$ cat config.mk
export PLATFORM = sky130hd
export DESIGN_NAME = ram_arbiter
export DESIGN_NICKNAME = d
export VERILOG_FILES = /design/src/rtl/ram_arbiter_pkg.sv /design/src/rtl/ram_arbiter_picker.sv /design/src/rtl/ram_arbiter.sv
export SDC_FILE = /design/constraint.sdc
export NUM_CORES = 1
export LEC_CHECK = 0
export ABC_CLOCK_PERIOD_IN_PS = 1850
export CAP_MARGIN = 10
export CORE_MARGIN = 8
export CORE_UTILIZATION = 37
export DETAILED_ROUTE_END_ITERATION = 12
export PLACE_DENSITY = 0.77
export SETUP_SLACK_MARGIN = 0.1
export SLEW_MARGIN = 20
export SYNTH_ARGS = -nofsm -noshare
export SYNTH_HDL_FRONTEND = slang
export SYNTH_SLANG_ARGS = --single-unit
$ cat constraint.sdc
create_clock -name clock -period 1.85 [get_ports clock]
set_input_delay 0.185 -clock clock [delete_from_list [all_inputs] [get_ports clock]]
set_output_delay 0.185 -clock clock [all_outputs]
set_load 0.02 [all_outputs]
$ cat src/rtl/ram_arbiter_pkg.sv
`default_nettype none
// ============================================================================
// Module  : ram_arbiter_pkg
// Purpose : Shared constants and state encoding for the main-RAM arbiter.
//           RAM_ADDR_W / RAM_DATA_W describe the 1024x8 main RAM.
// Revision: 1.0 - initial release
// ============================================================================
package ram_arbiter_pkg;

  localparam int RAM_ADDR_W = 10;
  localparam int RAM_DATA_W = 8;

  typedef enum logic [1:0] {
    ARB_IDLE   = 2'd0,
    ARB_ISSUE  = 2'd1,
    ARB_RDWAIT = 2'd2
  } arb_state_t;

endpackage : ram_arbiter_pkg
`default_nettype wire

$ cat src/rtl/ram_arbiter_picker.sv
`default_nettype none
// ============================================================================
// Module  : rr_picker
// Purpose : Combinational round-robin priority encoder. Returns the first
//           requester with req=1 searching upward from rr_ptr, modulo NUM_REQ.
// Ports   : req     in  NUM_REQ  request vector
//           rr_ptr  in  IDX_W    search start index (always < NUM_REQ)
//           winner  out IDX_W    selected index (0 when none)
//           any_req out 1        at least one request present
// Revision: 1.0 - initial release
// ============================================================================
module rr_picker #(
  parameter int NUM_REQ = 2,
  parameter int IDX_W   = 1
) (
  input  logic [NUM_REQ-1:0] req,
  input  logic [IDX_W-1:0]   rr_ptr,
  output logic [IDX_W-1:0]   winner,
  output logic               any_req
);

  logic [IDX_W-1:0] w_idx;

  always_comb begin
    winner  = '0;
    any_req = 1'b0;
    w_idx   = '0;
    for (int k = 0; k < NUM_REQ; k++) begin
      w_idx = IDX_W'((int'(rr_ptr) + k) % NUM_REQ);
      if (!any_req && req[w_idx]) begin
        winner  = w_idx;
        any_req = 1'b1;
      end
    end
  end

endmodule : rr_picker
`default_nettype wire

$ cat src/rtl/ram_arbiter.sv
`default_nettype none
// ============================================================================
// Module  : ram_arbiter
// Purpose : Shares main RAM between NUM_REQ requesters. Round-robin grant,
//           one RAM access per grant, optional lock for back-to-back bursts
//           capped at LOCK_MAX consecutive grants.
// Ports   : clock/reset_n      clock, async active-low reset
//           req/lock/we        per-requester request, lock, write flag
//           addr/wdata         packed per-requester address / write data
//           gnt                one-hot access-issued pulse
//           rvalid/rdata       one-hot read-return pulse and shared data
//           ram_en/ram_write/ram_addr/ram_wdata/ram_rdata  RAM interface
//           busy               access or read return in progress
// Revision: 1.0 - initial release
// ============================================================================
module ram_arbiter
  import ram_arbiter_pkg::*;
#(
  parameter int NUM_REQ  = 2,
  parameter int ADDR_W   = RAM_ADDR_W,
  parameter int DATA_W   = RAM_DATA_W,
  parameter int LOCK_MAX = 4
) (
  input  logic                      clock,
  input  logic                      reset_n,
  input  logic [NUM_REQ-1:0]        req,
  input  logic [NUM_REQ-1:0]        lock,
  input  logic [NUM_REQ-1:0]        we,
  input  logic [NUM_REQ*ADDR_W-1:0] addr,
  input  logic [NUM_REQ*DATA_W-1:0] wdata,
  output logic [NUM_REQ-1:0]        gnt,
  output logic [NUM_REQ-1:0]        rvalid,
  output logic [DATA_W-1:0]         rdata,
  output logic                      ram_en,
  output logic                      ram_write,
  output logic [ADDR_W-1:0]         ram_addr,
  output logic [DATA_W-1:0]         ram_wdata,
  input  logic [DATA_W-1:0]         ram_rdata,
  output logic                      busy
);

  localparam int C_IDX_W = $clog2(NUM_REQ);
  localparam int C_CNT_W = (LOCK_MAX > 1) ? $clog2(LOCK_MAX) : 1;
  localparam logic [C_CNT_W-1:0] C_LOCK_LAST = C_CNT_W'(LOCK_MAX - 1);

  arb_state_t           r_state, w_state_nxt;
  logic [C_IDX_W-1:0]   r_owner, w_owner_nxt;
  logic [C_IDX_W-1:0]   r_rr_ptr, w_rr_ptr_nxt;
  logic [C_CNT_W-1:0]   r_lock_cnt, w_lock_cnt_nxt;
  logic [NUM_REQ-1:0]   r_gnt, w_gnt_nxt;
  logic [NUM_REQ-1:0]   r_rvalid, w_rvalid_nxt;
  logic [DATA_W-1:0]    r_rdata, w_rdata_nxt;
  logic                 r_ram_en, w_ram_en_nxt;
  logic                 r_ram_write, w_ram_write_nxt;
  logic [ADDR_W-1:0]    r_ram_addr, w_ram_addr_nxt;
  logic [DATA_W-1:0]    r_ram_wdata, w_ram_wdata_nxt;

  logic [C_IDX_W-1:0]   w_pick;
  logic                 w_any;
  logic [C_IDX_W-1:0]   w_win;
  logic                 w_decide;
  logic                 w_chain;
  logic [NUM_REQ-1:0]   w_owner_oh;

  rr_picker #(
    .NUM_REQ (NUM_REQ),
    .IDX_W   (C_IDX_W)
  ) u_picker (
    .req     (req),
    .rr_ptr  (r_rr_ptr),
    .winner  (w_pick),
    .any_req (w_any)
  );

  assign w_owner_oh = {{(NUM_REQ-1){1'b0}}, 1'b1} << r_owner;

  always_comb begin
    w_state_nxt     = r_state;
    w_owner_nxt     = r_owner;
    w_rr_ptr_nxt    = r_rr_ptr;
    w_lock_cnt_nxt  = r_lock_cnt;
    w_gnt_nxt       = '0;
    w_rvalid_nxt    = '0;
    w_rdata_nxt     = r_rdata;
    w_ram_en_nxt    = 1'b0;
    w_ram_write_nxt = 1'b0;
    w_ram_addr_nxt  = r_ram_addr;
    w_ram_wdata_nxt = r_ram_wdata;
    w_win           = w_pick;
    w_decide        = 1'b0;
    w_chain         = 1'b0;

    case (r_state)
      ARB_IDLE:   w_decide = 1'b1;
      // A read needs a bubble so its data can be captured before the next access.
      ARB_ISSUE: begin
        if (r_ram_write) w_decide = 1'b1;
        else             w_state_nxt = ARB_RDWAIT;
      end
      ARB_RDWAIT: begin
        w_decide     = 1'b1;
        w_rvalid_nxt = w_owner_oh;
        w_rdata_nxt  = ram_rdata;
      end
      default:    w_state_nxt = ARB_IDLE;
    endcase

    if (w_decide) begin
      // Lock only matters when someone else is waiting; a lone requester wins
      // through round-robin anyway and its burst count restarts.
      w_chain = (r_state != ARB_IDLE) && lock[r_owner] && req[r_owner] &&
                (r_lock_cnt < C_LOCK_LAST) && (|(req & ~w_owner_oh));
      if (w_chain) begin
        w_win          = r_owner;
        w_lock_cnt_nxt = r_lock_cnt + C_CNT_W'(1);
      end else begin
        w_lock_cnt_nxt = '0;
      end

      if (w_chain || w_any) begin
        w_state_nxt     = ARB_ISSUE;
        w_owner_nxt     = w_win;
        w_rr_ptr_nxt    = (w_win == C_IDX_W'(NUM_REQ - 1)) ? '0 : w_win + C_IDX_W'(1);
        w_gnt_nxt       = {{(NUM_REQ-1){1'b0}}, 1'b1} << w_win;
        w_ram_en_nxt    = 1'b1;
        w_ram_write_nxt = we[w_win];
        w_ram_addr_nxt  = ADDR_W'(addr >> (int'(w_win) * ADDR_W));
        w_ram_wdata_nxt = DATA_W'(wdata >> (int'(w_win) * DATA_W));
      end else begin
        w_state_nxt     = ARB_IDLE;
      end
    end
  end

  always_ff @(posedge clock or negedge reset_n) begin
    if (!reset_n) begin
      r_state     <= ARB_IDLE;
      r_owner     <= '0;
      r_rr_ptr    <= '0;
      r_lock_cnt  <= '0;
      r_gnt       <= '0;
      r_rvalid    <= '0;
      r_rdata     <= '0;
      r_ram_en    <= 1'b0;
      r_ram_write <= 1'b0;
      r_ram_addr  <= '0;
      r_ram_wdata <= '0;
    end else begin
      r_state     <= w_state_nxt;
      r_owner     <= w_owner_nxt;
      r_rr_ptr    <= w_rr_ptr_nxt;
      r_lock_cnt  <= w_lock_cnt_nxt;
      r_gnt       <= w_gnt_nxt;
      r_rvalid    <= w_rvalid_nxt;
      r_rdata     <= w_rdata_nxt;
      r_ram_en    <= w_ram_en_nxt;
      r_ram_write <= w_ram_write_nxt;
      r_ram_addr  <= w_ram_addr_nxt;
      r_ram_wdata <= w_ram_wdata_nxt;
    end
  end

  assign gnt       = r_gnt;
  assign rvalid    = r_rvalid;
  assign rdata     = r_rdata;
  assign ram_en    = r_ram_en;
  assign ram_write = r_ram_write;
  assign ram_addr  = r_ram_addr;
  assign ram_wdata = r_ram_wdata;
  assign busy      = (r_state != ARB_IDLE) | (|r_rvalid);

endmodule : ram_arbiter
`default_nettype wire

==> qor.txt <==
Crit. End Element: flip-flop
Synth top area cells: dfrtp_1, and2_1, a221o_2, mux2_2, a221o_1
Area grow syn2layout: 66.3%
DRT iter0 DRCs: 39
DPL Wire Length: 3680 um
WP data required: 2.02 ns
Crit-path max FO: 18
Number of synthesized flops with an enable pin: 0
Leakage Power: 1.26 nW
Yosys reg bits: 38
Worst-path clk slew: 0.07 ns
GR Overflow Total: 0
First-pass GRT wire length: 8210 um
Pre-CTS setup slack: -0.490 ns
Setup Viol. Count Final: 18
Pwr per Cell Area: 1480 nW/um^2
Met2 Track Usage GR: 23.4%
Overall Global Routing Usage: 14.3%
Vias: 1517
CP Launch Type: flip-flop
Vias in the first global route: 1636
GR Layer Usage met3: 5.41%
Buffers added on ports: 84
# rows: 25
Residual DRC count: 0
Syn_area_per_cell: 11.8 um^2
F_max: 503 MHz
Drt wl/cell: 16.2 um
Crit share post-route: 107%
Core area: 4690 um^2
DRT Wirelength: 4990 um
Count of cell types in the netlist: 30
Final Instance Area: 2960 um^2
DP Area: 2770 um^2
Die Span X: 85.3 um
Clock Path Buffers: 2
Top_reg_cell synth: dfrtp_1
Final Max Tran Viols: 0
Pin count of the biggest net entering global routing: 32
Slew headroom: 53.8%
M1 GR Usage: 17.2%
Fin nets: 306
Die area: 7280 um^2
Final worst slack: -0.139 ns
Drt pass-1 iters: 4
H-Tree Depth: 2
Clock sink count: 38
Antenna diodes: 0
Busiest metal layer after global routing: met2
Worst vdd ir: 0.000640 V
Share of cells above drive strength 1: 22.0%
Final Hold Viols: 0
Worst-margin pin slew: 0.693 ns
Die Ht: 85.3 um
Violated checks: negative setup slack
CTS tree: yes
Vias per Instance: 4.93
Hold WC Path Type: input port to flip-flop
Synth warnings: 0
Post-synth top area share: 53.5%
Initial antenna violation count: 0
Skew final: 0.00416 ns
WHS: 0.456 ns
Synthesized area: 1780 um^2
Initial Util: 37.9%
I/O pin total: 85
Max-cap violations: 0
Post-synthesis sequential area ratio: 53.5%
Status: complete, but fails checks
RSZ-0062 raised after global routing: yes
Root Buffer: clkbuf_8
Kind of critical path: flip-flop to flip-flop
GPL Wtd Cong: 0.707
Crit path DAT: 2.15 ns
CTS buffer count: 5
Most frequent cell after synthesis: dfrtp_1
Worst-Skew Late Latency: 0.28 ns
Routed Antenna Nets: 0
Fin crit period: 1.99 ns
Syn_nets: 204
Commonest cells post-synth: dfrtp_1, and2_1, a221o_1, a221o_2, mux2_2
Cell type with the largest total area after synthesis: dfrtp_1
# fillers: 399
Async S/R FF share, synth: 100%
Post-Synthesis Cells: 151
==> stage by stage <==
step	setup TNS, ns	power [mW]	cells	util [%]
2_1_floorplan	-1.44	2.62	151	-
3_3_place_gp	-6.58	3.66	296	58.9
3_5_place_dp	-8.56	3.71	296	58.9
4_1_cts	-2.20	4.38	306	62.0
5_1_grt	-2.82	4.65	308	63.0
6_report	-2.16	4.37	308	63.0
==> per-layer routing <==
| layer | vias up | part of all wire (%) |
|---|---|---|
| li1 | 739 | - |
| met1 | 724 | 42 |
| met2 | 49 | 50 |
| met3 | 5 | 7.0 |
| met4 | 0 | 0.76 |
| met5 | - | 0 |
==> cells by family (layout without fill, tap and decap cells) <==
family,after synthesis,after routing,share of synthesized area [%]
AND/OR/NAND/NOR,61,61,20.4
flip-flops,38,38,53.5
multiplexers,10,10,6.27
adder cells (fa/ha/maj),1,1,0.704
buffers and inverters,13,116,3.87
AO/OA/AOI/OAI,28,28,15.2
==> path summary, 6_finish.rpt <==
kind | startpoint | slack [ns] | end | cells after the start
setup / recovery | r_lock_cnt[1]$_DFFE_PN0P_ | -0.14 | ram_addr[8]$_DFFE_PN0P_ | 6
hold / removal | we[1] | 0.46 | ram_write$_DFF_PN0_ | 3
setup reg to reg | r_lock_cnt[1]$_DFFE_PN0P_ | -0.14 | ram_addr[8]$_DFFE_PN0P_ | 6
hold reg to reg | ram_write$_DFF_PN0_ | 0.47 | r_state[1]$_DFFE_PN0P_ | 1
max in group asynchronous | reset_n | 0.77 | rdata[7]$_DFFE_PN0P_ | 3
min in group asynchronous | reset_n | 0.49 | rvalid[1]$_DFF_PN0_ | 2
==> worst max-delay path, cell delays in order (launching register included) <==
cell and delay, ns:
dfrtp_1 0.38, ha_2 0.18, nand2b_4 0.15, o41a_2 0.48
a2bb2oi_4 0.19, buf_12 0.16, a221o_2 0.33
==> state kept, by name (all words and copies together), names as in the netlist <==
| signal | cells |
|---|---|
| ram_write | 1 |
| rdata | 8 |
| r_rr_ptr | 1 |
| ram_addr | 10 |
| gnt | 2 |
| r_lock_cnt | 2 |
| ram_wdata | 8 |
| r_state | 2 |
| r_owner | 1 |
| ram_en | 1 |
| rvalid | 2 |
==> final cells by class <==
class                   count  area [um^2]  share of cell area [%]
clock inverters             1         5.00                   0.169
multi-input cells         100          805                    27.2
inverters                   5         18.8                   0.635
well taps                  54         67.6                    2.29
repair buffers            103         1020                    34.6
clock buffers               7         86.3                    2.92
flip-flops and latches     38          951                    32.2
==> report_power, final <==
part | total, mW | internal, mW | switching (mW)
Sequential | 1.40 | 1.20 | 0.207
Clock | 0.570 | 0.300 | 0.270
Combinational | 2.39 | 1.31 | 1.08
==> cell usage in the layout (no fill, tap or decap), types with 2 or more instances in the layout <==
| cell | instances |
|---|---|
| mux2_2 | 9 |
| nand2_1 | 7 |
| clkdlybuf4s50_1 | 82 |
| buf_4 | 15 |
| buf_12 | 2 |
| nor2b_1 | 2 |
| and2b_2 | 2 |
| inv_1 | 5 |
| o21ai_0 | 4 |
| clkbuf_8 | 6 |
| dfrtp_1 | 38 |
| nand2b_1 | 2 |
| a221o_1 | 9 |
| and2_1 | 37 |
| a221o_2 | 9 |
| nor2_1 | 3 |
==> timing repair <==
item / in CTS / in global routing
hold endpoints to repair: 30 / 0
buffers inserted: 1 / 1
pin swaps: 2 / 1
resized for setup: 4 / 3
cloned: 0 / 1
hold buffers: 1 / 0
endpoints found under the setup margin: 20 / 22
(Power assumes the default switching activity.)
